### src/rtl/aes_word_loader.sv
// Word-stream front end for the AES core: packs 32-bit words into a 128-bit key
// and plaintext block, then holds the pair under a block-level valid/ready handshake.
module aes_word_loader #(
   parameter int unsigned CNT_W = 16
) (
   input  logic             clk,
   input  logic             rst,
   input  logic [31:0]      s_word,
   input  logic             s_valid,
   output logic             s_ready,
   input  logic             key_reuse,
   output logic [0:127]     plain_data,
   output logic [0:127]     key_input,
   output logic             blk_valid,
   input  logic             blk_ready,
   output logic [CNT_W-1:0] blk_cnt,
   output logic             err_nokey
);

   typedef enum logic [1:0] {
      IDLE     = 2'd0,
      LOAD_KEY = 2'd1,
      LOAD_PT  = 2'd2,
      PRESENT  = 2'd3
   } state_e;

   state_e           state_q;
   logic [1:0]       idx_q;
   logic             key_loaded_q;
   logic [0:127]     key_q;
   logic [0:127]     pt_q;
   logic             blk_valid_q;
   logic             s_ready_q;
   logic [CNT_W-1:0] blk_cnt_q;
   logic             err_nokey_q;

   logic             accept;
   logic [6:0]       base;

   assign accept = s_valid && s_ready_q;
   // Word k of a group occupies bits [32k : 32k+31], word 0 at the MSB end.
   assign base   = {idx_q, 5'd0};

   always_ff @(posedge clk) begin
      if (rst) begin
         state_q      <= IDLE;
         idx_q        <= 2'd0;
         key_loaded_q <= 1'b0;
         key_q        <= '0;
         pt_q         <= '0;
         blk_valid_q  <= 1'b0;
         s_ready_q    <= 1'b1;
         blk_cnt_q    <= '0;
         err_nokey_q  <= 1'b0;
      end else begin
         case (state_q)
            IDLE: begin
               if (accept) begin
                  idx_q <= 2'd1;
                  if (key_reuse && key_loaded_q) begin
                     pt_q[0:31] <= s_word;
                     state_q    <= LOAD_PT;
                  end else begin
                     // A reuse request with no key on file is flagged and parsed as a full frame.
                     if (key_reuse) begin
                        err_nokey_q <= 1'b1;
                     end
                     key_q[0:31] <= s_word;
                     state_q     <= LOAD_KEY;
                  end
               end
            end
            LOAD_KEY: begin
               if (accept) begin
                  key_q[base +: 32] <= s_word;
                  idx_q             <= idx_q + 2'd1;
                  if (idx_q == 2'd3) begin
                     key_loaded_q <= 1'b1;
                     state_q      <= LOAD_PT;
                  end
               end
            end
            LOAD_PT: begin
               if (accept) begin
                  pt_q[base +: 32] <= s_word;
                  idx_q            <= idx_q + 2'd1;
                  if (idx_q == 2'd3) begin
                     blk_valid_q <= 1'b1;
                     s_ready_q   <= 1'b0;
                     state_q     <= PRESENT;
                  end
               end
            end
            PRESENT: begin
               if (blk_ready) begin
                  blk_valid_q <= 1'b0;
                  s_ready_q   <= 1'b1;
                  blk_cnt_q   <= blk_cnt_q + CNT_W'(1);
                  idx_q       <= 2'd0;
                  state_q     <= IDLE;
               end
            end
            default: begin
               state_q <= IDLE;
            end
         endcase
      end
   end

   assign s_ready    = s_ready_q;
   assign plain_data = pt_q;
   assign key_input  = key_q;
   assign blk_valid  = blk_valid_q;
   assign blk_cnt    = blk_cnt_q;
   assign err_nokey  = err_nokey_q;

endmodule

### config.mk
export PLATFORM = sky130hd
export DESIGN_NAME = aes_word_loader
export DESIGN_NICKNAME = d
export VERILOG_FILES = /design/src/rtl/aes_word_loader.sv
export SDC_FILE = /design/constraint.sdc
export NUM_CORES = 1
export LEC_CHECK = 0
export CAP_MARGIN = 20
export CORE_MARGIN = 5
export CORE_UTILIZATION = 52
export DETAILED_ROUTE_END_ITERATION = 7
export GPL_TIMING_DRIVEN = 0
export PLACE_DENSITY = 0.86
export SLEW_MARGIN = 20
export SYNTH_ARGS = -nofsm -noshare
export SYNTH_HDL_FRONTEND = slang
export SYNTH_SLANG_ARGS = --single-unit
### constraint.sdc
create_clock -name clk -period 3.93 [get_ports clk]
set_input_delay 0.393 -clock clk [delete_from_list [all_inputs] [get_ports clk]]
set_output_delay 0.393 -clock clk [all_outputs]
set_load 0.02 [all_outputs]
---- Word level (Yosys, flattened, before mapping) ----
Index checks and enable logic that the tools add are counted.
word-level totals
  register bits after elaboration ......... 280
  bits of input ports ..................... 37
  output and inout port bits .............. 275
  word-level logic and storage cells ...... 77
cells by class
  add/subtract/negate cells ............... 3
  equality and inequality tests ........... 13
  shifts and indexed selects .............. 2
  mux-type cells .......................... 29
  bitwise operators ....................... 2
  reductions and logical operators ........ 17
operators by type and width
  cell                                                                        count
  128-bit bitwise mux                                                         2
  128-bit two-way mux                                                         2
  129-bit by 9-bit variable shift with 128-bit output (first input constant)  1
  129-bit by 9-bit indexed part select with 128-bit output                    1
  32-bit two-way mux                                                          4
  32-bit one-hot mux with 2 select lines                                      2
  2-bit two-way mux                                                           9
  16-bit by 1-bit adder with 16-bit output (second input constant)            1
  2-bit != test (second input constant)                                       8
  4-bit AND reduction                                                         4
  8-bit negator with 9-bit output                                             1
  7-bit NOT with 8-bit output                                                 1
  2-bit one-hot mux with 4 select lines                                       1
  2-bit == test (second input constant)                                       3
  1-bit two-way mux                                                           6
  2-bit one-hot mux with 3 select lines                                       1
  2-bit AND reduction                                                         3
  3-bit AND reduction                                                         2
  6-bit AND reduction                                                         1
  2-bit nonzero test                                                          3
  1-bit one-hot mux with 2 select lines                                       2
  2-bit by 1-bit adder with 2-bit output (second input constant)              1
  2-bit by 1-bit == test with 1-bit output (second input constant)            1
  1-bit logical AND                                                           2
  other kinds (4)                                                             4

---- Depth between registers and ports, before layout ----
Gate-level depths: netlist (run 1).
  word-level depth ........................ 6
  mapped depth ............................ 9

---- Worst setup path after synthesis (run 1) ----
No wires, ideal clock.
  path type ............................... register to register
  start ................................... register state_q[0]
  end ..................................... register pt_q, in the netlist plain_data[10]
  setup time .............................. 0.121 ns
  arrival time ............................ 1.660 ns
  path slack .............................. 2.149 ns
  stages on the path, launching flop included .. 9
  path buffers ............................ 2
  path through ............................ dfxtp_1 inv_1 ha_1 buf_4 a21boi_2 a221oi_1 o21ai_1 buf_4 mux2i_1
on the way
  cells in the longest elaborated chain, start to end .. 3
  elaborated cells on any way between the ends .. 8
ends and longest elaborated chain
  element                                                               RTL line  RTL
  from (decl)                                                           27        state_e state_q;
  from (signal assigned)                                                46        state_q <= IDLE;
  from (signal assigned)                                                62        state_q <= LOAD_PT;
  from (signal assigned)                                                69        state_q <= LOAD_KEY;
  2-bit == test or 2-bit logical NOT (tied branches)                    56        case (state_q)
  2-bit != test (no source line) or 2-bit nonzero test (tied branches)  --
  4-bit AND reduction (no source line)                                  --
  to (signal, indexed assignment)                                       85        pt_q[base +: 32] <= s_word;
  to (decl)                                                             31        logic [0:127] pt_q;
Several ways; a longest one is shown, not always the timed one.
A chain may end at the register's enable or synchronous reset.

---- Final worst setup path (run 1) ----
  start ................................... register state_q[0]
  end ..................................... register pt_q, in the netlist plain_data[80]
on the way
  cells in the longest elaborated chain, start to end .. 2
ends and longest elaborated chain
  element                               RTL line
  2-bit == test                         56
  2-bit AND reduction (no source line)  --
Every way passes these cells.

==> results.json, run 1 <==
{
  "core_sq_um": 21000,
  "dpl_worst_slack_ps": 1090,
  "setup_tns_ps": 0,
  "antenna_left": 0,
  "fin_skew_ps": 8.75,
  "first_iter_violations": 823,
  "finalCoreUtilization_pct": 72.2,
  "irDropWorstVdd_mv": 0.462,
  "fin_ws_ps": 1560,
  "die_w_microns": 156,
  "crit_start": "state_q[0]",
  "max_freq_ghz": 0.423,
  "max_slew_margin_pct": 32.0,
  "fp-row-count": 53,
  "path_clk_slew_ps": 70,
  "power.density_nw_per_um2": 577,
  "ys_types": 36,
  "power_frac_seq_pct": 38.1,
  "drv_slew": 0,
  "postSynthCellCount": 1332,
  "p_int_mw": 5.88,
  "io_buffers": 279,
  "insertion_delay_ps": 550,
  "cts.hold.buffers_added": 0,
  "syn_to_final_growth_pct": 37.1,
  "post-route-min-period_ps": 2370,
  "post-cts-setup-buffers": 0,
  "arrival_ps": 2820,
  "holdPathStages": 3,
  "finalInstanceArea_sq_um": 15200,
  "place_area_sq_um": 14200,
  "post_drt_wl_per_cell_microns": 20.7,
  "cts_buffers": 28,
  "critPathLaunchType": "flop",
  "crit_required_ps": 4390,
  "clock-root-buffer": "clkbuf_16",
  "layout_common_cells": "dfxtp_1, clkdlybuf4s50_1, nand2_1",
  "routed_wl_mm": 40.1,
  "dr.pass1.iters": 5,
  "grt-ovfl-total": 0,
  "whs_ps": 311,
  "fin_total_pwr_mw": 8.76,
  "grt_setup_unrepaired": "false",
  "yosysTopAreaCellShare_pct": 50.6,
  "p_leak_nw": 5.41,
  "p_clk_share_pct": 31.7,
  "cts_num_sinks": 280,
  "synth_fp_nets": 1380,
  "via_per_inst": 5.66,
  "antenna_found_initial": 1,
  "p_switching_mw": 2.88,
  "rr_startpoint": "state_q[0]",
  "gp_congestion": 0.920,
  "crit_path_end_kind": "flop",
  "p_comb_share_pct": 30.2,
  "synthTopCellsByArea": "dfxtp_1, nand2_1, nand3_1",
  "drc": 0,
  "initial_core_util_pct": 52.7,
  "grt_pass1_wl_mm": 59.5,
  "status": "completed",
  "critPathKind": "reg2reg",
  "grt_pass1_vias": 10390,
  "dpl.hpwl_mm": 28.5,
  "synth_area_per_cell_sq_um": 8.31,
  "reg2regPathDepth": 8,
  "clock_path_buffers": 3,
  "dp.cells": 1886,
  "drive_above_1_share_pct": 6.01,
  "max-cap-violations": 0,
  "worstHoldPathType": "in2reg",
  "syn_area_sq_um": 11100,
  "worst_pin_slew_ps": 1020,
  "cts_tree": "yes",
  "ctsResizeCount": 0,
  "swShare_pct": 32.8,
  "cp_max_fo": 10,
  "die_h_microns": 156,
  "final_common_cell": "dfxtp_1",
  "ys_seq_area_share_pct": 50.6,
  "die_area_sq_um": 24300,
  "min_period_over_period_pct": 60.2,
  "fin_cells": 1939,
  "worstHoldStart": "s_word[0]",
  "grt_max_degree": 15,
  "hold_viol_final": 0,
  "setup_violations": 0,
  "synth_warnings": 0,
  "vias": 10982,
  "ioPinCount": 312,
  "yosys.area.top_type": "dfxtp_1",
  "fin_nets": 1689,
  "ys_ff_latch": 280,
  "grt_use_total_pct": 31.2,
  "cts-htree-levels": 1
}
==> cell usage after synthesis (all sizes together) <==
cell type  instances
o21bai             1
a31oi              2
a21boi             1
ha                11
or3                4
a211o              1
mux2i             64
a211oi             3
clkbuf            96
or4b               1
a31o               1
nor3               8
nor2b              1
buf               45
xnor2             12
nand2            270
nor2              26
nand4              7
nor4               4
xor2               1
o21ba              1
inv               10
and2               2
and3               6
a221oi             2
o221ai             1
a21oi            198
nand3            202
o21ai              3
dfxtp            280
nand2b            66
o22ai              2
==> final timing paths <==
check	slack, ps	end
worst max-delay path	1560	plain_data[80]
worst min-delay path	310	plain_data[31]
worst max register to register	1560	plain_data[80]
worst min register to register	450	key_input[72]
==> layer usage <==
layer,vias to the layer above,part of all wire [%],GRT usage (%)
li1,5075,-,-
met1,5189,38,39.1
met2,607,47,51.5
met3,111,11,8.32
met4,0,4.3,12.0
met5,-,0,0
==> power by group through the flow <==
stage	combinational (mW)	sequential, mW	clock, mW
global route	2.78	3.37	2.91
finish	2.64	3.34	2.78
detailed placement	2.61	3.39	0
floorplan	1.29	3.71	0
global placement	2.57	3.38	0
CTS	2.62	3.33	2.78
==> registers in the layout, summed over array words and instances, names as in the netlist <==
name	flops
blk_valid	1
state_q	2
key_input	128
s_ready	1
blk_cnt	16
err_nokey	1
idx_q	2
key_loaded_q	1
plain_data	128
==> logic make-up after synthesis <==
group           Yosys count  share of synthesized area [%]
simple gates            597                           24.7
compound gates          216                           10.3
xor+xnor                 13                           1.03
flops                   280                           50.6
buf+inv                 151                           6.24
mux                      64                           5.79
fa+ha+maj                11                           1.24
==> layout make-up <==
class,count,area [sq um]
Antenna cell,1,2.50
Buffer,141,653
Clock buffer,38,798
Clock inverter,14,170
Fill cell,1560,5840
Inverter,10,37.5
Multi-Input combinational cell,901,4780
Sequential cell,280,5610
Tap cell,275,344
Timing Repair Buffer,279,2790
==> worst max-delay path, cell delays in order, from the launching register on <==
cell and delay (ps):
dfxtp_1 350, inv_1 130, ha_1 220, clkbuf_1 370, and3_1 230, clkbuf_1 350
buf_2 300, nand3_1 130, a21oi_1 190
Note: power is estimated with default switching activity, not from simulation.
==> run 2: changes to the inputs <==
--- a/config.mk
+++ b/config.mk
@@ -7,10 +7,10 @@
 export LEC_CHECK = 0
 export CAP_MARGIN = 20
 export CORE_MARGIN = 5
-export CORE_UTILIZATION = 52
+export CORE_UTILIZATION = 48
 export DETAILED_ROUTE_END_ITERATION = 7
 export GPL_TIMING_DRIVEN = 0
-export PLACE_DENSITY = 0.86
+export PLACE_DENSITY = 0.8
 export SLEW_MARGIN = 20
 export SYNTH_ARGS = -nofsm -noshare
 export SYNTH_HDL_FRONTEND = slang
==> constraint.sdc (replaced) <==
create_clock -name clk -period 2.3 [get_ports clk]
set_input_delay 0.23 -clock clk [delete_from_list [all_inputs] [get_ports clk]]
set_output_delay 0.23 -clock clk [all_outputs]
set_load 0.02 [all_outputs]
==> results.json, run 2 (synthesis results as in run 1) <==
{
  "grt_pass1_vias": 10453,
  "finalCoreUtilization_pct": 67.2,
  "cts-htree-levels": 1,
  "initial_core_util_pct": 48.8,
  "vias": 10904,
  "path_cells": "inv_1 -> ha_1 -> or4b_4 -> o22ai_2 -> buf_6 -> nand2_1 -> mux2i_1",
  "ioPinCount": 312,
  "status": "completed",
  "gp_congestion": 0.941,
  "hold_viol_final": 0,
  "final_common_cell": "dfxtp_1",
  "p_switching_mw": 4.95,
  "first_iter_violations": 690,
  "clock-root-buffer": "clkbuf_16",
  "io_buffers": 279,
  "syn_to_final_growth_pct": 37.9,
  "drive_above_1_share_pct": 6.42,
  "swShare_pct": 32.5,
  "via_per_inst": 5.59,
  "layout_common_cells": "dfxtp_1, clkdlybuf4s50_1, nand2_1",
  "grt_setup_unrepaired": "true",
  "drv_slew": 0,
  "min_period_over_period_pct": 99.3,
  "cts_tree": "yes",
  "max_slew_margin_pct": 44.8,
  "fin_cells": 1951,
  "post-route-min-period_ps": 2280,
  "critPathLaunchType": "flop",
  "grt_use_total_pct": 29.2,
  "worstHoldPathType": "in2reg",
  "crit_path_end_kind": "flop",
  "cp_max_fo": 10,
  "grt-ovfl-total": 0,
  "die_area_sq_um": 26200,
  "path_clk_slew_ps": 70,
  "r2r_slack_ps": 20,
  "power_frac_seq_pct": 37.4,
  "insertion_delay_ps": 550,
  "cts_buffers": 30,
  "core_sq_um": 22700,
  "dpl_worst_slack_ps": -420,
  "fin_total_pwr_mw": 15.2,
  "cts.hold.buffers_added": 0,
  "max-cap-violations": 0,
  "irDropWorstVdd_mv": 0.668,
  "grt_max_degree": 15,
  "p_int_mw": 10.3,
  "critPathKind": "reg2reg",
  "reg2regPathDepth": 7,
  "power.density_nw_per_um2": 998,
  "drc": 0,
  "die_h_microns": 162,
  "dp.cells": 1896,
  "antenna_cells": 0,
  "fin_ws_ps": 17.1,
  "max_freq_ghz": 0.438,
  "post-cts-setup-buffers": 0,
  "r2r_end": "plain_data[15]",
  "p_leak_nw": 5.46,
  "fin_skew_ps": 13.5,
  "fin_nets": 1690,
  "fp-row-count": 55,
  "routed_wl_mm": 40.7,
  "crit_start": "idx_q[0]",
  "post_drt_wl_per_cell_microns": 20.8,
  "crit_path_end": "plain_data[15]",
  "rr_startpoint": "idx_q[0]",
  "antenna_found_initial": 0,
  "dpl.hpwl_mm": 29.0,
  "crit_required_ps": 2760,
  "critPathMaxStageDelay_ps": 480,
  "worst_pin_slew_ps": 829,
  "antenna_left": 0,
  "dr.pass1.iters": 5,
  "setup_violations": 0,
  "p_comb_share_pct": 29.8,
  "grt_pass1_wl_mm": 60.3,
  "die_w_microns": 162,
  "cts_num_sinks": 280,
  "clock_path_buffers": 3,
  "p_clk_share_pct": 32.8,
  "arrival_ps": 2750,
  "slowest_stage": "or4b_4"
}
## run 2: changes by cell type in the layout (fill, tap and decap cells not counted), moves of 2 or more
cell        previous run  this run
clkbuf_16             28        31
clkbuf_2               0         3
clkbuf_8               6        10
clkinvlp_4             4         0
nor2_1                25        23
nor2_2                 1         3
## run 2: power groups by stage
| stage | clock network [mW] | logic (mW) | registers, mW |
|---|---|---|---|
| after floorplan | 0 | 2.20 | 6.34 |
| after global placement | 0 | 4.43 | 5.77 |
| after detailed placement | 0 | 4.49 | 5.79 |
| after CTS | 5.01 | 4.53 | 5.70 |
| after global routing | 5.22 | 4.81 | 5.75 |
| final | 5.00 | 4.54 | 5.70 |
## run 2: area by class of cell
cell class,count,area [sq um]
Buffer,140,653
Clock buffer,48,940
Timing Repair Buffer,279,2790
Clock inverter,8,93.8
Sequential cell,280,5610
Inverter,10,37.5
Multi-Input combinational cell,901,4790
Fill cell,1820,7440
Tap cell,285,357
## run 2: worst max-delay path: cells and delay by family, from the launching register on
| kind | cells | cell delay, ps |
|---|---|---|
| buffers and inverters | 2 | 420 |
| muxes | 1 | 210 |
| AOI/OAI and AO/OA | 1 | 430 |
| and+or+nand+nor | 2 | 560 |
| adders and majority gates | 1 | 200 |
| DFF | 1 | 370 |
## run 2: worst min-delay path by stage
stage,startpoint,slack [ps],to,depth (start not counted)
floorplan,blk_ready,440,blk_cnt[1],3
global placement,key_input[70],440,key_input[70],2
detailed placement,key_input[87],450,key_input[87],2
CTS,s_word[0],100,key_input[31],3
global route,s_word[0],130,key_input[63],3
finish,s_word[0],120,key_input[31],3
## run 2: per-layer routing
metal  vias up  global-route usage (%)  share of wire (%)
met5         -                       0                  0
li1       5073                       -                  -
met4         0                    10.7                4.1
met3        99                    7.41                9.6
met1      5205                    35.9                 39
met2       527                    49.6                 47
## run 2: metrics by stage
| step | hold WS, ps | cell area, sq um | TNS, ps |
|---|---|---|---|
| after floorplan | 438 | 11100 | 0 |
| after global placement | 441 | 14200 | -35090 |
| after detailed placement | 446 | 14200 | -41430 |
| after CTS | 96.6 | 15300 | 0 |
| after global routing | 127 | 15300 | -243 |
| final | 121 | 15300 | 0 |
## run 2: repair_timing
item	in CTS	in global routing
endpoints found under the hold margin	0	0
setup endpoints to repair	2	81
resized for setup	1	8
